==> src/rtl/cpu_bus_pkg.sv <==
// Shared definitions for the CPU bus DTACK responder: state encoding,
// parameter defaults and counter widths.
package cpu_bus_pkg;

  typedef enum logic [2:0] {
    ST_IDLE    = 3'd0,
    ST_FAST    = 3'd1,
    ST_MB_SYNC = 3'd2,
    ST_MB_WAIT = 3'd3,
    ST_ACK     = 3'd4,
    ST_BERR    = 3'd5
  } state_t;

  localparam int unsigned FAST_WAIT_DEFAULT  = 1;
  localparam int unsigned MB_TIMEOUT_DEFAULT = 64;

  // Fast wait covers 0..15, motherboard timeout covers 1..255.
  localparam int unsigned FAST_CNT_W = 4;
  localparam int unsigned TMO_CNT_W  = 8;

  typedef logic [FAST_CNT_W-1:0] fast_cnt_t;
  typedef logic [TMO_CNT_W-1:0]  tmo_cnt_t;

endpackage

==> src/rtl/bit_sync.sv <==
// Two-flop synchroniser for a single asynchronous bit.
module bit_sync #(
  parameter logic RESET_VAL = 1'b1
) (
  input  logic clk,
  input  logic rst,
  input  logic d,
  output logic q
);

  logic meta;

  // Two-stage capture; both stages reset to the idle level of the input.
  always_ff @(posedge clk or posedge rst) begin
    if (rst) begin
      meta <= RESET_VAL;
      q    <= RESET_VAL;
    end else begin
      meta <= d;
      q    <= meta;
    end
  end

endmodule

==> src/rtl/cpu_dtack_responder.sv <==
// Generates DTACK / BERR for the turbo CPU: fast-RAM cycles are acknowledged
// after a fixed wait, other cycles are forwarded to the motherboard bus in
// step with C7M and acknowledged from the motherboard DTACK or timed out.
module cpu_dtack_responder
  import cpu_bus_pkg::*;
#(
  parameter int unsigned FAST_WAIT  = FAST_WAIT_DEFAULT,
  parameter int unsigned MB_TIMEOUT = MB_TIMEOUT_DEFAULT
) (
  input  logic CLKCPU,
  input  logic RESET,
  input  logic AS_CPU_n,
  input  logic FASTRAM_SEL,
  input  logic C7M,
  input  logic DTACK_MB_n,
  output logic AS_MB_n,
  output logic DTACK_CPU_n,
  output logic BERR_CPU_n,
  output logic BUSY
);

  state_t    state_q, state_d;
  fast_cnt_t fcnt_q, fcnt_d;
  tmo_cnt_t  tcnt_q, tcnt_d, tcnt_inc;
  logic      armed_q, armed_d;
  logic      as_mb_d, dtack_d, berr_d, busy_d;

  logic c7m_s, c7m_prev, dtack_mb_s;
  logic c7m_rise, c7m_fall;

  bit_sync #(.RESET_VAL(1'b1)) u_sync_c7m (
    .clk (CLKCPU),
    .rst (RESET),
    .d   (C7M),
    .q   (c7m_s)
  );

  bit_sync #(.RESET_VAL(1'b1)) u_sync_dtack (
    .clk (CLKCPU),
    .rst (RESET),
    .d   (DTACK_MB_n),
    .q   (dtack_mb_s)
  );

  // Previous-cycle copy of synchronised C7M for edge detection.
  always_ff @(posedge CLKCPU or posedge RESET) begin
    if (RESET) c7m_prev <= 1'b1;
    else       c7m_prev <= c7m_s;
  end

  assign c7m_rise = c7m_s & ~c7m_prev;
  assign c7m_fall = ~c7m_s & c7m_prev;

  // Next state, counters and next registered output levels.
  always_comb begin
    state_d  = state_q;
    fcnt_d   = fcnt_q;
    tcnt_d   = tcnt_q;
    tcnt_inc = tcnt_q + TMO_CNT_W'(1);
    // Seeing the strobe high once re-arms the block after reset or a finished cycle.
    armed_d  = armed_q | AS_CPU_n;

    case (state_q)
      ST_IDLE: begin
        if (!AS_CPU_n && armed_q) begin
          armed_d = 1'b0;
          if (FASTRAM_SEL) begin
            state_d = ST_FAST;
            fcnt_d  = FAST_CNT_W'(FAST_WAIT);
          end else begin
            state_d = ST_MB_SYNC;
          end
        end
      end
      ST_FAST: begin
        if (AS_CPU_n)             state_d = ST_IDLE;
        else if (fcnt_q == '0)    state_d = ST_ACK;
        else                      fcnt_d  = fcnt_q - FAST_CNT_W'(1);
      end
      ST_MB_SYNC: begin
        if (AS_CPU_n) begin
          state_d = ST_IDLE;
        end else if (c7m_rise) begin
          state_d = ST_MB_WAIT;
          tcnt_d  = '0;
        end
      end
      ST_MB_WAIT: begin
        if (AS_CPU_n) begin
          state_d = ST_IDLE;
        end else if (c7m_fall) begin
          if (!dtack_mb_s) begin
            state_d = ST_ACK;
          end else begin
            tcnt_d = tcnt_inc;
            if (tcnt_inc == TMO_CNT_W'(MB_TIMEOUT)) state_d = ST_BERR;
          end
        end
      end
      ST_ACK, ST_BERR: begin
        if (AS_CPU_n) state_d = ST_IDLE;
      end
      default: state_d = ST_IDLE;
    endcase

    // Motherboard strobe is held through ACK so a forwarded cycle stays
    // asserted until the CPU ends it; a fast cycle never drives it.
    as_mb_d = 1'b1;
    if (state_d == ST_MB_WAIT)  as_mb_d = 1'b0;
    else if (state_d == ST_ACK) as_mb_d = AS_MB_n;

    dtack_d = (state_d != ST_ACK);
    berr_d  = (state_d != ST_BERR);
    busy_d  = (state_d != ST_IDLE);
  end

  // State, counters and registered outputs.
  always_ff @(posedge CLKCPU or posedge RESET) begin
    if (RESET) begin
      state_q     <= ST_IDLE;
      fcnt_q      <= '0;
      tcnt_q      <= '0;
      armed_q     <= 1'b0;
      AS_MB_n     <= 1'b1;
      DTACK_CPU_n <= 1'b1;
      BERR_CPU_n  <= 1'b1;
      BUSY        <= 1'b0;
    end else begin
      state_q     <= state_d;
      fcnt_q      <= fcnt_d;
      tcnt_q      <= tcnt_d;
      armed_q     <= armed_d;
      AS_MB_n     <= as_mb_d;
      DTACK_CPU_n <= dtack_d;
      BERR_CPU_n  <= berr_d;
      BUSY        <= busy_d;
    end
  end

endmodule

==> config.mk <==
export PLATFORM = sky130hd
export DESIGN_NAME = cpu_dtack_responder
export DESIGN_NICKNAME = d
export VERILOG_FILES = /design/src/rtl/cpu_bus_pkg.sv /design/src/rtl/bit_sync.sv /design/src/rtl/cpu_dtack_responder.sv
export SDC_FILE = /design/constraint.sdc
export NUM_CORES = 1
export LEC_CHECK = 0
export ABC_AREA = 1
export CAP_MARGIN = 20
export CELL_PAD_IN_SITES_DETAIL_PLACEMENT = 0
export CELL_PAD_IN_SITES_GLOBAL_PLACEMENT = 1
export CORE_MARGIN = 8
export CORE_UTILIZATION = 30
export DETAILED_ROUTE_END_ITERATION = 6
export PLACE_DENSITY_LB_ADDON = 0.1
export SLEW_MARGIN = 0
export SYNTH_ARGS = -nofsm -noshare
export SYNTH_HDL_FRONTEND = slang
export SYNTH_SLANG_ARGS = --single-unit
==> constraint.sdc <==
create_clock -name CLKCPU -period 2.1 [get_ports CLKCPU]
set_input_delay 0.21 -clock CLKCPU [delete_from_list [all_inputs] [get_ports CLKCPU]]
set_output_delay 0.21 -clock CLKCPU [all_outputs]
set_load 0.03 [all_outputs]
Yosys cells after proc, flatten, opt, wreduce, memory -nomap -nowiden. Index checks and enable logic that the tools add are counted.

Add/subtract/negate cells: 2. Equality and inequality tests: 20. Muxes and demuxes: 27. Bitwise gates (word level): 5. Reduce and logical (&&, ||, !) cells: 10.

Operators by type and width (number): $mux W8 (5); $mux W3 (10); $ne A2 B2 Y1 const B (9); $mux W4 (4); $pmux W8 S2 (1); $pmux W3 S5 (1); $eq A3 B2 Y1 const B (3); $eq A3 B3 Y1 const B (3); $add A8 B1 Y8 const B (1); $eq A8 B7 Y1 const B (1); $pmux W4 S2 (1); $ne A3 B3 Y1 const B (2); $reduce_and A6 Y1 (1); $reduce_and A5 Y1 (1); $logic_not A4 Y1 (1); $mux W1 (4); $reduce_bool A2 Y1 (2); $sub A4 B1 Y4 const B (1); $eq A3 B1 Y1 const B (1); $logic_not A3 Y1 (1); $reduce_bool A3 Y1 (1); $and A1 B1 Y1 (2); $mux W2 (1); $ne A2 B1 Y1 const B (1); 5 further kinds (6).

Register bits: 25. Output and inout bits: 4. Word-level logic and storage cells: 77.

Depth between registers and ports, before layout. Gate-level depths: netlist of the first run.

Depth in word-level cells: 10. Mapped depth: 13. Gate-level depth less buffers: 13.

Cells and area by module. A second synthesis of the first run with hierarchy kept.

Cell total of the unflattened synthesis: 168. Area, all modules: 1351.3 um2.

By module, submodules not included: cpu_dtack_responder (times used 1, cells each 162, area an instance 1238.7 um2); bit_sync (times used 2, cells each 3, area an instance 56.3 um2).

Worst setup path before layout of the first run. Ideal clock, no wire load.

Path kind: reg-to-reg. From: register tcnt_q[0]. To: register AS_MB_n. Data arrival time: 1.450 ns. Data required time: 2.024 ns. Path slack: 0.573 ns. Cell stages (with the launch flop): 13. Path through: dfrtp_1 ha_1 nand3_1 o21ai_1 nand2_1 nor2_2 nand3_2 nand2_2 nand2_4 nor2_4 nand3_2 nand2_1 nand2_1.

Longest elaborated chain between the ends: 9. Elaborated cells between the ends (all ways): 11. Those cells by class: 1 x add/sub; 4 x eq/ne; 6 x mux.

RTL lines: start, declared (line cpu_dtack_responder.sv:24) `tmo_cnt_t tcnt_q, tcnt_d, tcnt_inc;`; start signal, assigned (line cpu_dtack_responder.sv:131) `tcnt_q <= tcnt_d;`; $add A8 B1 Y8 * (line cpu_dtack_responder.sv:59) `tcnt_inc = tcnt_q + TMO_CNT_W'(1);`; $eq A8 B7 Y1 * (line cpu_dtack_responder.sv:96) `if (tcnt_inc == TMO_CNT_W'(MB_TIMEOUT)) state_d = ST_BERR;`; $mux W3 * (line cpu_dtack_responder.sv:96); $mux W3 * (line cpu_dtack_responder.sv:92) `if (!dtack_mb_s) begin`; $mux W3 * (line cpu_dtack_responder.sv:91) `end else if (c7m_fall) begin`; $mux W3 * (line cpu_dtack_responder.sv:89) `if (AS_CPU_n) begin`; $pmux W3 S5 * (line cpu_dtack_responder.sv:63) `case (state_q)`; via state_d[1] (line cpu_dtack_responder.sv:22) `state_t state_q, state_d;`; $eq A3 B2 Y1 or $eq A3 B3 Y1 (tied branches) (line cpu_dtack_responder.sv:109, cpu_dtack_responder.sv:110); $ne A2 B2 Y1 (no line) or $mux W1 (tied branches); end signal, assigned (line cpu_dtack_responder.sv:133) `AS_MB_n <= as_mb_d;`; end, declared (line cpu_dtack_responder.sv:16) `output logic AS_MB_n,`.

Mark *: on every way through the listed nets, which the timed path passes. The rest lies on a longest branch. A chain may end at the register's enable or synchronous reset.

Worst setup path after layout of the first run.
From: register tcnt_q[0]. To: register BERR_CPU_n.

Longest elaborated chain between the ends: 8.

RTL lines: $add A8 B1 Y8 (line cpu_dtack_responder.sv:59); $eq A8 B7 Y1 (line cpu_dtack_responder.sv:96); $mux W3 (line cpu_dtack_responder.sv:96); $mux W3 (line cpu_dtack_responder.sv:92); $mux W3 (line cpu_dtack_responder.sv:91); $mux W3 (line cpu_dtack_responder.sv:89); $pmux W3 S5 (line cpu_dtack_responder.sv:63); via state_d[2] (line cpu_dtack_responder.sv:22); $ne A3 B3 Y1 (line cpu_dtack_responder.sv:113) `berr_d = (state_d != ST_BERR);`; via berr_d (line cpu_dtack_responder.sv:26) `logic as_mb_d, dtack_d, berr_d, busy_d;`; end signal, assigned (line cpu_dtack_responder.sv:135) `BERR_CPU_n <= berr_d;`; end, declared (line cpu_dtack_responder.sv:18) `output logic BERR_CPU_n,`.

The timed path passes the listed nets, and every way through them passes these cells.

==> results of run 1 <==
flip-flops by register name, indices dropped and copies added (netlist names):
register and cells:
u_sync_c7m.q 1, u_sync_c7m.meta 1, BERR_CPU_n 1, armed_q 1, u_sync_dtack.q 1, c7m_prev 1, state_q 3, u_sync_dtack.meta 1
fcnt_q 4, AS_MB_n 1, BUSY 1, tcnt_q 8, DTACK_CPU_n 1
cell usage after synthesis (all sizes together):
master / n
nand2: 44
inv: 26
nand3: 20
dfrtp: 17
nor2: 17
dfstp: 8
o21ai: 7
a21oi: 5
ha: 3
o22ai: 3
o31ai: 3
nand4: 2
and2: 1
and3: 1
nor3: 1
or2: 1
xnor2: 1
xor2: 1
where the power goes:
| group | switching, W | internal, W | total [W] |
|---|---|---|---|
| sequential | 0.000134 | 0.000642 | 0.000776 |
| combinational | 0.000450 | 0.000270 | 0.000720 |
| clock | 0.000151 | 0.000133 | 0.000283 |
through the flow:
| stage | cell area [µm²] | util, % | power (W) | std cells |
|---|---|---|---|---|
| floorplan | 1310 | - | 0.00132 | 161 |
| global placement | 1490 | 34.9 | 0.00151 | 225 |
| detailed placement | 1490 | 34.9 | 0.00151 | 225 |
| CTS | 1530 | 35.9 | 0.00181 | 229 |
| global route | 1530 | 35.9 | 0.00195 | 229 |
| finish | 1530 | 35.9 | 0.00178 | 229 |
routing by layer:
metal  wire length, µm  share of wire [%]  GRT usage [%]  vias up
li1                  -                  -              -      549
met1              1330                 51           11.1      475
met2              1180                 45           13.4       15
met3                97                3.7           1.86        2
met4                22               0.84           2.11        0
met5                 0                  0              0        -
layout make-up:
class / count / area, µm² / area share, %
clock buffers: 3 / 41.3 / 2.69
inverters: 26 / 97.6 / 6.37
flip-flops and latches: 25 / 636 / 41.5
clock inverters: 1 / 5.00 / 0.327
well taps: 52 / 65.1 / 4.24
repair buffers: 12 / 113 / 7.35
multi-input cells: 110 / 576 / 37.6
logic make-up after synthesis:
logic type	share of synthesized area, %
buffers and inverters	7.46
and+or+nand+nor	31.7
DFF	48.6
AOI/OAI and AO/OA	8.03
adders and majority gates	2.87
xor gates and xnor gates	1.34
worst reg2reg max path, cell delays in order, from the launching register on:
cell	delay, ps
dfrtp_1	420
ha_1	240
nand3_1	130
o21ai_1	140
nand2_1	90
nor2_2	120
nand3_2	80
nand2_1	70
nand2_1	50
nand2_1	110
nand2_1	90
inv_2	70
nand2_1	50
worst paths after layout:
path	from	endpoint	slack (ps)	cells past startpoint
setup / recovery	tcnt_q[0]	BERR_CPU_n	390	12
hold / removal	RESET	tcnt_q[1]	280	3
setup reg to reg	tcnt_q[0]	BERR_CPU_n	390	12
hold reg to reg	u_sync_dtack.meta	u_sync_dtack.q	360	0
max in group asynchronous	RESET	AS_MB_n	1510	3
min in group CLKCPU	C7M	u_sync_c7m.meta	340	1
==> metrics.cfg, run 1 <==
[timing]
drv_slew=0
setup_viol=0
tightest_slew_ps=331
timing.fmax_mhz=583
rsz0062_at_grt=false
tns_ps=0
finalCritPeriodShare_pct=81.6
whs_ps=281
hold_viol=0
fin_skew_ps=3.09
fin_ws_ps=386
worst_slew_margin_rel_pct=77.9
fin_crit_ps=1710

[synth]
synth_area_leaders=dfrtp_1 33%, dfstp_2 16%, nand2_1 11%, nand3_1 6.5%, inv_1 6.0%
ys_ff_latch=25
synth.yosys.seq_area_share_pct=48.6
synth_top_area_share_pct=32.5
synth.cell_area_um2=1310
avgSynthCellArea_um2=8.13
syn_inst=161
synth_cell_type_count=27
yosysWarnings=0
syn_nets=170
synth_top_area_cell=dfrtp_1

[layout]
nNetsFinal=187
area.growth.synth_to_final_pct=17.1
layout_commonest_cell=nand2_1
antenna_cells=0
drive_gt1_share_pct=18.1
fillers=450
layout_common_cells=40 x nand2_1, 21 x inv_1, 17 x dfrtp_1, 17 x nand3_1, 14 x nor2_1

[clock_network]
cts.sinks=25
cts_max_level=1
clk_pin_slew_worst_paths_ps=90
cts_made_buffers=3
cts_tree=done
root_buffer=clkbuf_8
cts_buffer_depth=2
worstSkewPairLatency_ps=260
postCtsResizedCells=0
postCtsHoldBufs=0
cts_setup_buffers=0

[worst_setup_path]
crit_slowest_cell=dfrtp_1
critPathKind=flip-flop to flip-flop
critical_path_arrival_ps=1920
critPathMaxFanout=5
critPathCaptureType=flip-flop
path_common_cell=nand2_1
max_stage_delay_ps=420
path_delay_family=simple AND/OR/NAND/NOR gates
crit_chain=ha_1 -> nand3_1 -> o21ai_1 -> nand2_1 -> nor2_2 -> nand3_2 -> nand2_1 -> nand2_1 -> nand2_1 -> nand2_1 -> inv_2 -> nand2_1
crit_path_start_kind=flip-flop
worst-path-buf-inv=1
critPathRequiredTime_ps=2300

[global_route]
grt_pass1_vias=1011
grt.overflow.total=0
grt_start_max_net_pins=26
grt_pass1_wl_um=4440
grt_use_total_pct=8.36
antenna_found_initial=0

[run]
max-cap-violations=0

[routing]
num_vias=1041
viasPerCell=4.55
ant_nets=0
first_iter_violations=46
totalWireLength_um=2630
wl_per_cell_um=11.5
remaining_drc_errors=0
drt-pass1-iter-count=4

[min_path]
min_path_type=input port to asynchronous set/reset pin

[floorplanning]
num_io_pins=10
rows=24
core_region_area_um2=4260
initial_utilization_pct=30.7
die-area_um2=6730
fp.dieH_um=82.1
die_w_um=82.1

[run_status]
status=finished, final reports clean

[placement]
dp.final_hpwl_um=2020
globalplace.congestion=0.763
pre_cts_ws_ps=312
port_buffers=9

[power_and_ir_drop]
p_leak_nw=0.718
ir_drop_mv=0.468
power.density_nw_per_um2=1160

(Power assumes the default switching activity.)
==> run 2, diff against run 1 <==
==> constraint.sdc (replaced) <==
create_clock -name CLKCPU -period 1.4 [get_ports CLKCPU]
set_input_delay 0.14 -clock CLKCPU [delete_from_list [all_inputs] [get_ports CLKCPU]]
set_output_delay 0.14 -clock CLKCPU [all_outputs]
set_load 0.03 [all_outputs]
==> run 2 against run 1 <==
Compared with the run above:
- highest routed layer unchanged
- largest power group is now combinational logic
- fmax is 4.6% higher
- clock power is 58% higher
- the run now ends with negative setup slack left
- global-route usage grew 2.2 points
- setup slack worse by 620 ps
- critical path type unchanged
==> metrics.cfg, run 2 (same netlist as run 1, synthesis figures left out) <==
[run_status]
status=finished with violations
failed_checks=negative setup slack

[routing]
first_iter_violations=57  ; +24%
wl_per_cell_um=12.8  ; +12%
viasPerCell=4.58  ; +0.83%
drt-pass1-iter-count=4  ; unchanged
ant_nets=0  ; unchanged
totalWireLength_um=3450  ; +31%
num_vias=1233  ; +18%
remaining_drc_errors=0  ; unchanged

[global_route]
grt_pass1_wl_um=5600  ; +26%
grt_start_max_net_pins=26  ; unchanged
antenna_found_initial=0  ; unchanged
grt.overflow.total=0  ; unchanged
grt_use_total_pct=10.6  ; +2.2 points
grt_pass1_vias=1258  ; +24%

[timing]
rsz0062_at_grt=true
finalCritPeriodShare_pct=117  ; +35 points
setup_viol=15  ; +15
tns_ps=-1580  ; -1580 ps
tightest_slew_ps=384  ; +53.6 ps
drv_slew=0  ; unchanged
fin_ws_ps=-239  ; -624 ps
worst_slew_margin_rel_pct=74.4  ; -3.5 points
whs_ps=208  ; -73.2 ps
hold_viol=0  ; unchanged
timing.fmax_mhz=610  ; +4.6%
fin_crit_ps=1640  ; -75.5 ps
fin_skew_ps=4.45  ; +1.37 ps

[floorplanning]
core_region_area_um2=4260  ; unchanged
initial_utilization_pct=30.7  ; unchanged
rows=24  ; unchanged
num_io_pins=10  ; unchanged
die-area_um2=6730  ; unchanged
die_w_um=82.1  ; unchanged
fp.dieH_um=82.1  ; unchanged

[clock_network]
root_buffer=clkbuf_8
postCtsHoldBufs=0  ; unchanged
clk_pin_slew_worst_paths_ps=100  ; about the same
cts_max_level=1  ; unchanged
cts_buffer_depth=2  ; unchanged
cts_tree=done
worstSkewPairLatency_ps=270  ; about the same
cts_made_buffers=3  ; unchanged
cts.sinks=25  ; unchanged

[layout]
layout_common_cells=31 x buf_4, 29 x nand2_1, 16 x dfrtp_1, 16 x inv_1, 12 x nand3_1
top_regs=tcnt_q (8), fcnt_q (4), state_q (3)
antenna_cells=0  ; unchanged
layout_commonest_cell=buf_4
nNetsFinal=227  ; +21%
area.growth.synth_to_final_pct=63.0
drive_gt1_share_pct=51.6  ; +34 points
top_register=tcnt_q
largest_reg_flops=8  ; unchanged

[min_path]
min_path_type=input port to asynchronous set/reset pin

[power_and_ir_drop]
power.density_nw_per_um2=1810  ; +56%
ir_drop_mv=0.756  ; +62%
p_leak_nw=0.974  ; +36%

[worst_setup_path]
crit_path_start_kind=flip-flop
critPathRequiredTime_ps=1610  ; -690 ps
startpoint=tcnt_q[1]
critPathKind=flip-flop to flip-flop
reg2reg_slack_ps=-240  ; -620 ps
critPathMaxFanout=3  ; -2
r2r-end=AS_MB_n
r2r-start=tcnt_q[1]
ff2ff_path_depth=13  ; +1
critical_path_arrival_ps=1850  ; -70 ps
critPathCaptureType=flip-flop

[placement]
dp.final_hpwl_um=2250  ; +11%
port_buffers=9  ; unchanged
pre_cts_ws_ps=-223  ; -536 ps
globalplace.congestion=0.795  ; +4.1%

[run]
max-cap-violations=0  ; unchanged

-- run 2: timing repair --
action	CTS	global route
gates resized for setup	31	44
setup buffers	8	7
endpoints found under the setup margin	23	19
pin swaps	6	8
cloned	1	0
-- run 2: critical path, stage by stage (launching register included) --
cell and delay [ps]:
dfrtp_1 440, buf_6 130, buf_4 90, nand3_1 60
nand2_1 100, nand3_1 80, nor2_1 130, nand3_2 100
nand2_2 90, nand2_4 60, nor2_4 100, nand3_2 70
nand2_1 70, nand2_1 40
-- run 2: worst max-delay path by stage --
stage               slack (ps)  endpoint
finish                    -240   AS_MB_n
global route              -400   AS_MB_n
CTS                       -220   AS_MB_n
detailed placement        -220   AS_MB_n
global placement          -190   AS_MB_n
floorplan                  -90   AS_MB_n
-- run 2: final cells by class --
cell class              instances  area (µm²)
clock buffers                   3        41.3
clock inverters                 1        5.00
fillers                       419        2130
inverters                      26         103
multi-input cells             111         841
flip-flops and latches         25         637
well taps                      52        65.1
repair buffers                 51         442
-- run 2: through the flow --
stage | total power [W] | area, µm² | cells | utilization, %
after detailed placement | 0.00272 | 1730 | 254 | 40.6
after CTS | 0.00341 | 1920 | 265 | 45.0
final | 0.00386 | 2130 | 269 | 50.0
after floorplan | 0.00200 | 1340 | 161 | -
after global placement | 0.00270 | 1730 | 254 | 40.6
after global routing | 0.00415 | 2130 | 269 | 50.0
-- run 2: per-layer routing --
layer	track usage, %	up-vias	part of all wire (%)
met5	0	-	0
met4	3.16	0	0.67
met3	2.41	2	2.1
li1	-	631	-
met2	17.4	9	51
met1	13.5	591	46
-- run 2: power by group --
group	internal [W]	switching (W)
clock network	0.000200	0.000248
logic	0.00109	0.00116
registers	0.000966	0.000191
total	0.00226	0.00160
==> run 3, diff against run 2 <==
--- a/config.mk
+++ b/config.mk
@@ -6,7 +6,7 @@
 export NUM_CORES = 1
 export LEC_CHECK = 0
 export ABC_AREA = 1
-export CAP_MARGIN = 20
+export CAP_MARGIN = 10
 export CELL_PAD_IN_SITES_DETAIL_PLACEMENT = 0
 export CELL_PAD_IN_SITES_GLOBAL_PLACEMENT = 1
 export CORE_MARGIN = 8
==> constraint.sdc (replaced) <==
create_clock -name CLKCPU -period 1.4 [get_ports CLKCPU]
set_input_delay 0.28 -clock CLKCPU [delete_from_list [all_inputs] [get_ports CLKCPU]]
set_output_delay 0.28 -clock CLKCPU [all_outputs]
set_load 0.005 [all_outputs]
==> run 3 against run 2 <==
Compared with the run above:
- the flow still finishes with violations (negative setup slack)
- sequential share of layout area rose by 1.0 points
- setup slack got worse by 24 ps
- first-iteration DRC count rose by 7.0%
- routed wire length fell by 5.5%
- largest cell class unchanged
- highest routed layer unchanged
==> metrics.cfg, run 3 (same netlist as run 1, synthesis figures left out) <==
[timing]
fin_skew_ps=4.59  ; +0.135 ps
hold_viol=0  ; unchanged
fin_crit_ps=1660  ; +24.0 ps
drv_slew=0  ; unchanged
timing.fmax_mhz=601  ; -1.4%
worst_slew_margin_rel_pct=81.5  ; +7.1 points
rsz0062_at_grt=true
setup_viol=12  ; -3
finalCritPeriodShare_pct=119  ; +1.7 points
fin_ws_ps=-263  ; -24.0 ps
tightest_slew_ps=276  ; -108 ps
whs_ps=326  ; +118 ps

[global_route]
grt_start_max_net_pins=26  ; unchanged
grt_pass1_vias=1242  ; -1.3%
antenna_found_initial=0  ; unchanged
grt_use_total_pct=10.4  ; -0.24 points
grt.overflow.total=0  ; unchanged
grt_pass1_wl_um=5510  ; -1.6%

[floorplanning]
fp.dieH_um=82.1  ; unchanged
die_w_um=82.1  ; unchanged
die-area_um2=6730  ; unchanged
core_region_area_um2=4260  ; unchanged
initial_utilization_pct=30.7  ; unchanged
rows=24  ; unchanged
num_io_pins=10  ; unchanged

[power_and_ir_drop]
p_leak_nw=0.955  ; -1.9%
ir_drop_mv=0.763  ; +0.93%
power.density_nw_per_um2=1780  ; -1.8%

[routing]
num_vias=1202  ; -2.5%
drt-pass1-iter-count=4  ; unchanged
totalWireLength_um=3260  ; -5.5%
first_iter_violations=61  ; +7.0%
viasPerCell=4.50  ; -1.8%
ant_nets=0  ; unchanged
remaining_drc_errors=0  ; unchanged
wl_per_cell_um=12.2  ; -4.8%

[worst_setup_path]
path_depth=14  ; +1
critPathCaptureType=flip-flop
critical_path_arrival_ps=1870  ; +20 ps
critPathKind=flip-flop to flip-flop
critPathRequiredTime_ps=1610  ; about the same
path_delay_family=simple AND/OR/NAND/NOR gates
critPathMaxFanout=3  ; unchanged
crit_slowest_cell=dfrtp_1
max_stage_delay_ps=440  ; about the same
ff2ff_path_depth=14  ; +1
worst-path-buf-inv=1  ; -1
path_common_cell=nand2_2
crit_path_start_kind=flip-flop
crit_chain=buf_6 -> nand2_4 -> nor2_4 -> nand2_2 -> nand2_2 -> nand2_2 -> nor2_2 -> nand3_2 -> nand2_2 -> nand2_4 -> nor2_4 -> nand3_2 -> nand2_1 -> nand2_1

[placement]
globalplace.congestion=0.825  ; +3.8%
dp.final_hpwl_um=2280  ; +1.1%
dp_cells=253  ; -0.39%
port_buffers=9  ; unchanged

[layout]
layout_commonest_cell=buf_4
drive_gt1_share_pct=48.8  ; -2.8 points
nNetsFinal=225  ; -0.88%
largest_reg_flops=8  ; unchanged
instances_no_fill=267  ; -0.74%
area.growth.synth_to_final_pct=57.2
top_register=tcnt_q
layout_common_cells=35 x buf_4, 29 x nand2_1, 18 x inv_1
top_regs=tcnt_q (8), fcnt_q (4), state_q (3)
antenna_cells=0  ; unchanged

[clock_network]
cts_max_level=1  ; unchanged
postCtsHoldBufs=0  ; unchanged
cts_tree=done
cts.sinks=25  ; unchanged
cts_buffer_depth=2  ; unchanged
cts_made_buffers=3  ; unchanged
root_buffer=clkbuf_8
worstSkewPairLatency_ps=270  ; about the same
clk_pin_slew_worst_paths_ps=90  ; about the same

[run_status]
failed_checks=negative setup slack
status=finished with violations

[min_path]
min_path_type=input port to asynchronous set/reset pin

[run]
max-cap-violations=0  ; unchanged

==> run 3: cell types whose count changed in the layout (fill, tap and decap cells not counted), moves of 2 or more <==
cell	delta
nor2_1	-2
nand3_2	+2
o22ai_1	+2
nand2_2	+3
inv_2	-2
buf_4	+4
o21ai_1	+2
inv_1	+2
buf_6	-8
buf_12	+2
o21ai_2	-2
a21oi_1	+2
nand2_4	-2
==> run 3: layout make-up <==
cell class | count | area [µm²]
Fill cell | 410 | 2210
Multi-Input combinational cell | 111 | 788
Sequential cell | 25 | 636
Timing Repair Buffer | 49 | 422
Inverter | 26 | 100
Tap cell | 52 | 65.1
Clock buffer | 3 | 41.3
Clock inverter | 1 | 5.00
==> run 3: report_power, final <==
| part | internal, W | total [W] | switching, W |
|---|---|---|---|
| clock network | 0.000199 | 0.000437 | 0.000238 |
| logic | 0.00102 | 0.00206 | 0.00103 |
| registers | 0.000963 | 0.00116 | 0.000197 |
==> run 3: path summary, 6_finish.rpt <==
check / startpoint / endpoint / slack (ps)
setup / recovery: tcnt_q[1] / AS_MB_n / -260
hold / removal: RESET / BUSY / 330
setup reg to reg: tcnt_q[1] / AS_MB_n / -260
hold reg to reg: u_sync_dtack.meta / u_sync_dtack.q / 360
max in group asynchronous: RESET / c7m_prev / 850
min in group CLKCPU: u_sync_dtack.meta / u_sync_dtack.q / 360
==> run 3: worst reg2reg max path, stage by stage, from the launching register on <==
cell and delay (ps):
dfrtp_1 440, buf_6 130, nand2_4 60, nor2_4 120, nand2_2 60, nand2_2 70, nand2_2 60, nor2_2 120
nand3_2 100, nand2_2 100, nand2_4 60, nor2_4 100, nand3_2 80, nand2_1 60, nand2_1 50
==> run 3: routing by layer <==
metal	up-vias	wire length (µm)	track usage, %
met5	-	0	0
li1	622	-	-
met4	0	48	2.81
met1	560	1600	13.5
met3	4	59	2.30
met2	16	1550	16.7
==> run 3: stage by stage <==
step	total power (W)	cell area, µm²	util [%]	setup WS (ps)	setup TNS (ps)
final	0.00365	2060	48.2	-263	-1250
after global routing	0.00396	2060	48.2	-418	-2720
after CTS	0.00344	1940	45.5	-239	-1020
after detailed placement	0.00272	1750	41.1	-326	-3500
after global placement	0.00270	1750	41.1	-268	-3120
after floorplan	0.00195	1340	-	-88.5	-157
==> run 3: timing repair <==
action | in CTS | in global routing
endpoints found under the setup margin | 22 | 18
pin swaps | 12 | 5
gates cloned | 1 | 0
buffers inserted | 3 | 6
gates resized for setup | 35 | 18
==> patch 1 (flow settings as in run 1) <==
The package constant `FAST_CNT_W` goes from 4 to 6.
--- a/src/rtl/cpu_bus_pkg.sv
+++ b/src/rtl/cpu_bus_pkg.sv
@@ -16,5 +16,5 @@
 
   // Fast wait covers 0..15, motherboard timeout covers 1..255.
-  localparam int unsigned FAST_CNT_W = 4;
+  localparam int unsigned FAST_CNT_W = 6;
   localparam int unsigned TMO_CNT_W  = 8;
 
Check against the original RTL: same outputs for any inputs over 10 cycles, from zero or initial values and one cycle with RESET high; that may be too few to reach the edited logic, so the function may still have changed.
==> patch 1 against run 1 <==
Power up 14%. First-iteration DRC count is 4.3% higher. Utilization is 0.50 points higher. Sequential cell count is 2 higher. Maximum frequency shrank 5.8%. Setup slack worse by 0.11 ns. Worst hold slack worse by 0.038 ns. Global-route usage rose by 0.46 points. Non-clock buffer count down 2. Area after synthesis grew 14%. Routed wire length grew 13%. Cell count is 11% higher. Cell area increased by 13%. Critical path type unchanged. Critical endpoint is now AS_MB_n. Highest routed layer unchanged.
==> patch 1: results (changes against run 1) <==
Layout:
- The number of cells in the finished layout apart from fillers was 255 (+11%).
- The fill cell instance count of the final layout is 502 (+12%).
- The proportion of cell area spent on the clock network is 2.67% (-0.35 points).
- The fraction of area in multi-input gates is 40.1% (+2.6 points).
- The non-clock inverter total of the final layout was 29 (+12%).
- The largest registers in the layout are tcnt_q: 8 flops, fcnt_q: 6 flops, state_q: 3 flops.

Critical path:
- The source of the worst register-to-register timing path is fcnt_q[0].
- The worst reg-to-reg path cell count came to 9 (-3).
- The worst reg-to-reg setup slack is 0.28 ns (-0.11 ns).
- The critical path ends at AS_MB_n.

Global routing:
- The wire length of the first global-routing pass is 5150 um (+16%).
- The global router's overall resource usage is 8.82% (+0.46 points).
- The maximum number of pins on one net before global-route repair is 17 (-35%).
- The via count of the first global-routing pass is 1088 (+7.6%).

Pwr:
- The leakage power summed over all cells is 0.000753 uW (+4.9%).
- The internal power is 1150 uW (+10%).
- The net switching power of the design is 872 uW (+19%).
- The maximum ir drop on the vdd rail was 0.000417 V (-11%).

Timing:
- The worst relative slew slack is 68.3% (-9.6 points).
- The minimum hold slack is 0.243 ns (-0.0381 ns).

Drt:
- The via density per instance is 4.40 (-3.3%).
- The initial DRC count came to 48 (+4.3%).
- The total detailed-routing wirelength is 2960 um (+13%).

Synthesis:
- The compound-cell area share of the yosys netlist was 12.5% (+4.5 points).
- In the post-synthesis netlist, the biggest area contributors are dfrtp_1 32%, dfstp_2 14%, nand2_1 9.8%.

Status:
- The run finished with clean final reports.

Placed design:
- The HPWL after detailed placement was 2360 um (+17%).
- The last weighted congestion value of the routability-driven placer was 0.773 (+1.3%).
- The placed cell count is 251 (+12%).
==> patch 1: changes by cell type in the layout (fill, tap and decap cells not counted), sizes merged, moves of 2 or more <==
cell / delta
xor2: +2
a21oi: +2
or2: +2
inv: +3
buf: -2
nor2: +4
o21bai: +2
nand3: -7
dfrtp: +2
==> patch 1: worst max-delay path: stages, from the launching register on <==
cell	delay, ns
dfrtp_1	0.37
inv_1	0.14
ha_1	0.22
nand3_1	0.24
o31a_1	0.36
a21oi_4	0.18
inv_1	0.09
nand2_1	0.08
nand2_1	0.05
nand2_1	0.05
==> patch 1: through the flow <==
stage	cell area, um2	util (%)	worst slack [ns]
after floorplan	1490	-	0.534
after global placement	1690	35.5	0.267
after detailed placement	1690	35.5	0.202
after CTS	1730	36.4	0.253
after global routing	1730	36.4	0.128
final	1730	36.4	0.280
==> patch 1: per-layer routing <==
layer	up-vias	wire (um)	GRT usage, %
met1	514	1540	12.2
met2	20	1260	12.8
met4	0	21	3.29
met3	2	139	2.17
li1	585	-	-
met5	-	0	0
==> patch 2 (config.mk and constraints of run 1) <==
Made on the original files. Re-encode `state_t` (6 states) as one-hot, 6 bits wide.
--- a/src/rtl/cpu_bus_pkg.sv
+++ b/src/rtl/cpu_bus_pkg.sv
@@ -3,11 +3,11 @@
 package cpu_bus_pkg;
 
-  typedef enum logic [2:0] {
-    ST_IDLE    = 3'd0,
-    ST_FAST    = 3'd1,
-    ST_MB_SYNC = 3'd2,
-    ST_MB_WAIT = 3'd3,
-    ST_ACK     = 3'd4,
-    ST_BERR    = 3'd5
+  typedef enum logic [5:0] {
+    ST_IDLE    = 6'b000001,
+    ST_FAST    = 6'b000010,
+    ST_MB_SYNC = 6'b000100,
+    ST_MB_WAIT = 6'b001000,
+    ST_ACK     = 6'b010000,
+    ST_BERR    = 6'b100000
   } state_t;
 
Check against the original RTL: no difference found for any inputs over 10 cycles, from zero or initial values and one cycle with RESET high; not proved beyond that.
==> patch 2 against run 1 <==
Worst hold slack gained 0.0080 ns. Power shrank 5.1%. Sequential cell count grew 3. Routed wire length grew 21%. Clock power grew 52%. Synthesized cell count grew 13%. Cell area grew 16%. Setup slack lost 0.079 ns. Critical path depth is the same. Area after synthesis grew 16%. Combinational power shrank 30%. Critical path type unchanged. Critical endpoint is now tcnt_q[0]. Highest routed layer unchanged.
==> patch 2: results (changes against run 1) <==
Status:
- The flow ran to the end, and the final reports show no timing, DRC or antenna violations.

Layout:
- The non-clock inverter total of the final layout is 31 (+19%).
- The proportion of cell area spent on the clock network is 4.01% (+0.99 points).
- The fraction of layout instances using a drive strength above 1 was 18.3% (+0.20 points).
- The fraction of area in multi-input gates is 38.0% (+0.45 points).
- The largest registers in the layout are tcnt_q: 8 flops, state_q: 6 flops, fcnt_q: 4 flops.
- The post-layout utilization of the core is 35.5% (-0.46 points).
- The sequential cell area is 712 um2 (+12%).
- The fill cell instance count of the final layout is 523 (+16%).

Timing:
- The post-route clock skew is 0.00682 ns (+0.00374 ns).

Pwr:
- The maximum ir drop on the vdd rail is 0.000373 V (-20%).
- The leakage power summed over all cells is 0.000892 uW (+24%).

Placed design:
- The HPWL after detailed placement was 2440 um (+21%).
- The last weighted congestion value of the routability-driven placer was 0.766 (+0.39%).
- The placed cell count is 263 (+17%).
- The cell area after placement is 1710 um2 (+15%).

Drt:
- The routed wire length per instance is 11.9 um (+3.6%).
- The total detailed-routing wirelength is 3170 um (+21%).
- The initial DRC count came to 40 (-13%).

Global routing:
- The maximum number of pins on one net before global-route repair is 29 (+12%).
- The wire length of the first global-routing pass came to 5850 um (+32%).

Synthesis:
- The share of synthesized area occupied by flip-flops and latches is 46.9% (-1.7 points).
- Sorting the synthesized cells by area gives the leading types as dfrtp_1 31%, dfstp_2 16%, nand2_1 11%.
- The net count of the mapped netlist is 191 (+12%).
- The number of library cell types mapped by synthesis came to 34 (+26%).
- In the synthesized netlist, the cells that appear most often are 45 x nand2_1, 26 x inv_1, 19 x dfrtp_1, 16 x nor2_1, 14 x nand3_1.
- The synthesized flop and latch total was 28 (+12%).

Critical path:
- The data arrival time of the critical path is 1.97 ns (+0.05 ns).
- The largest fanout on the critical path is 11 (+6).
==> patch 2: changes by cell type in the layout (fill, tap and decap cells not counted), moves of 3 or more <==
cell,delta
o21ai_0,+5
nand3_1,-3
nand4_1,+3
inv_1,+5
nand2_1,+5
o31ai_1,-3
==> patch 2: path summary, 6_finish.rpt <==
check / from / to / slack [ns] / cells after the start
worst max-delay path: state_q[0] / tcnt_q[0] / 0.31 / 12
worst min-delay path: RESET / fcnt_q[3] / 0.29 / 3
worst max register to register: state_q[0] / tcnt_q[0] / 0.31 / 12
worst min register to register: u_sync_dtack.meta / u_sync_dtack.q / 0.36 / 0
max in group asynchronous: RESET / DTACK_CPU_n / 1.50 / 3
min in group CLKCPU: C7M / u_sync_c7m.meta / 0.33 / 1
==> patch 2: cell families after synthesis <==
group | share of synthesized area, %
adders and majority gates | 2.47
and+or+nand+nor | 29.2
AOI/OAI and AO/OA | 11.7
xor gates and xnor gates | 1.15
DFF | 46.9
buffers and inverters | 8.57
==> patch 2: critical path: stages, from the launching register on <==
cell and delay [ns]:
dfstp_2 0.54, inv_1 0.06, nand2_1 0.07, inv_2 0.06, nand3_4 0.12, inv_4 0.09
nand2_1 0.07, nand2_1 0.06, nor3_2 0.18, buf_4 0.22, inv_1 0.11, nand2_1 0.08
o21ai_2 0.05
==> patch 2: report_power, final <==
part           internal (uW)  switching [uW]
sequential               661            90.3
clock                    256             175
combinational            184             322
total                   1100             587
==> patch 2: layer usage <==
layer  global-route usage, %  routed length [um]  vias to the layer above
li1                        -                   -                      617
met1                    10.8                1490                      557
met2                    17.3                1540                       10
met3                    2.08                  80                        7
met4                    5.00                  69                        0
met5                       0                   0                        -
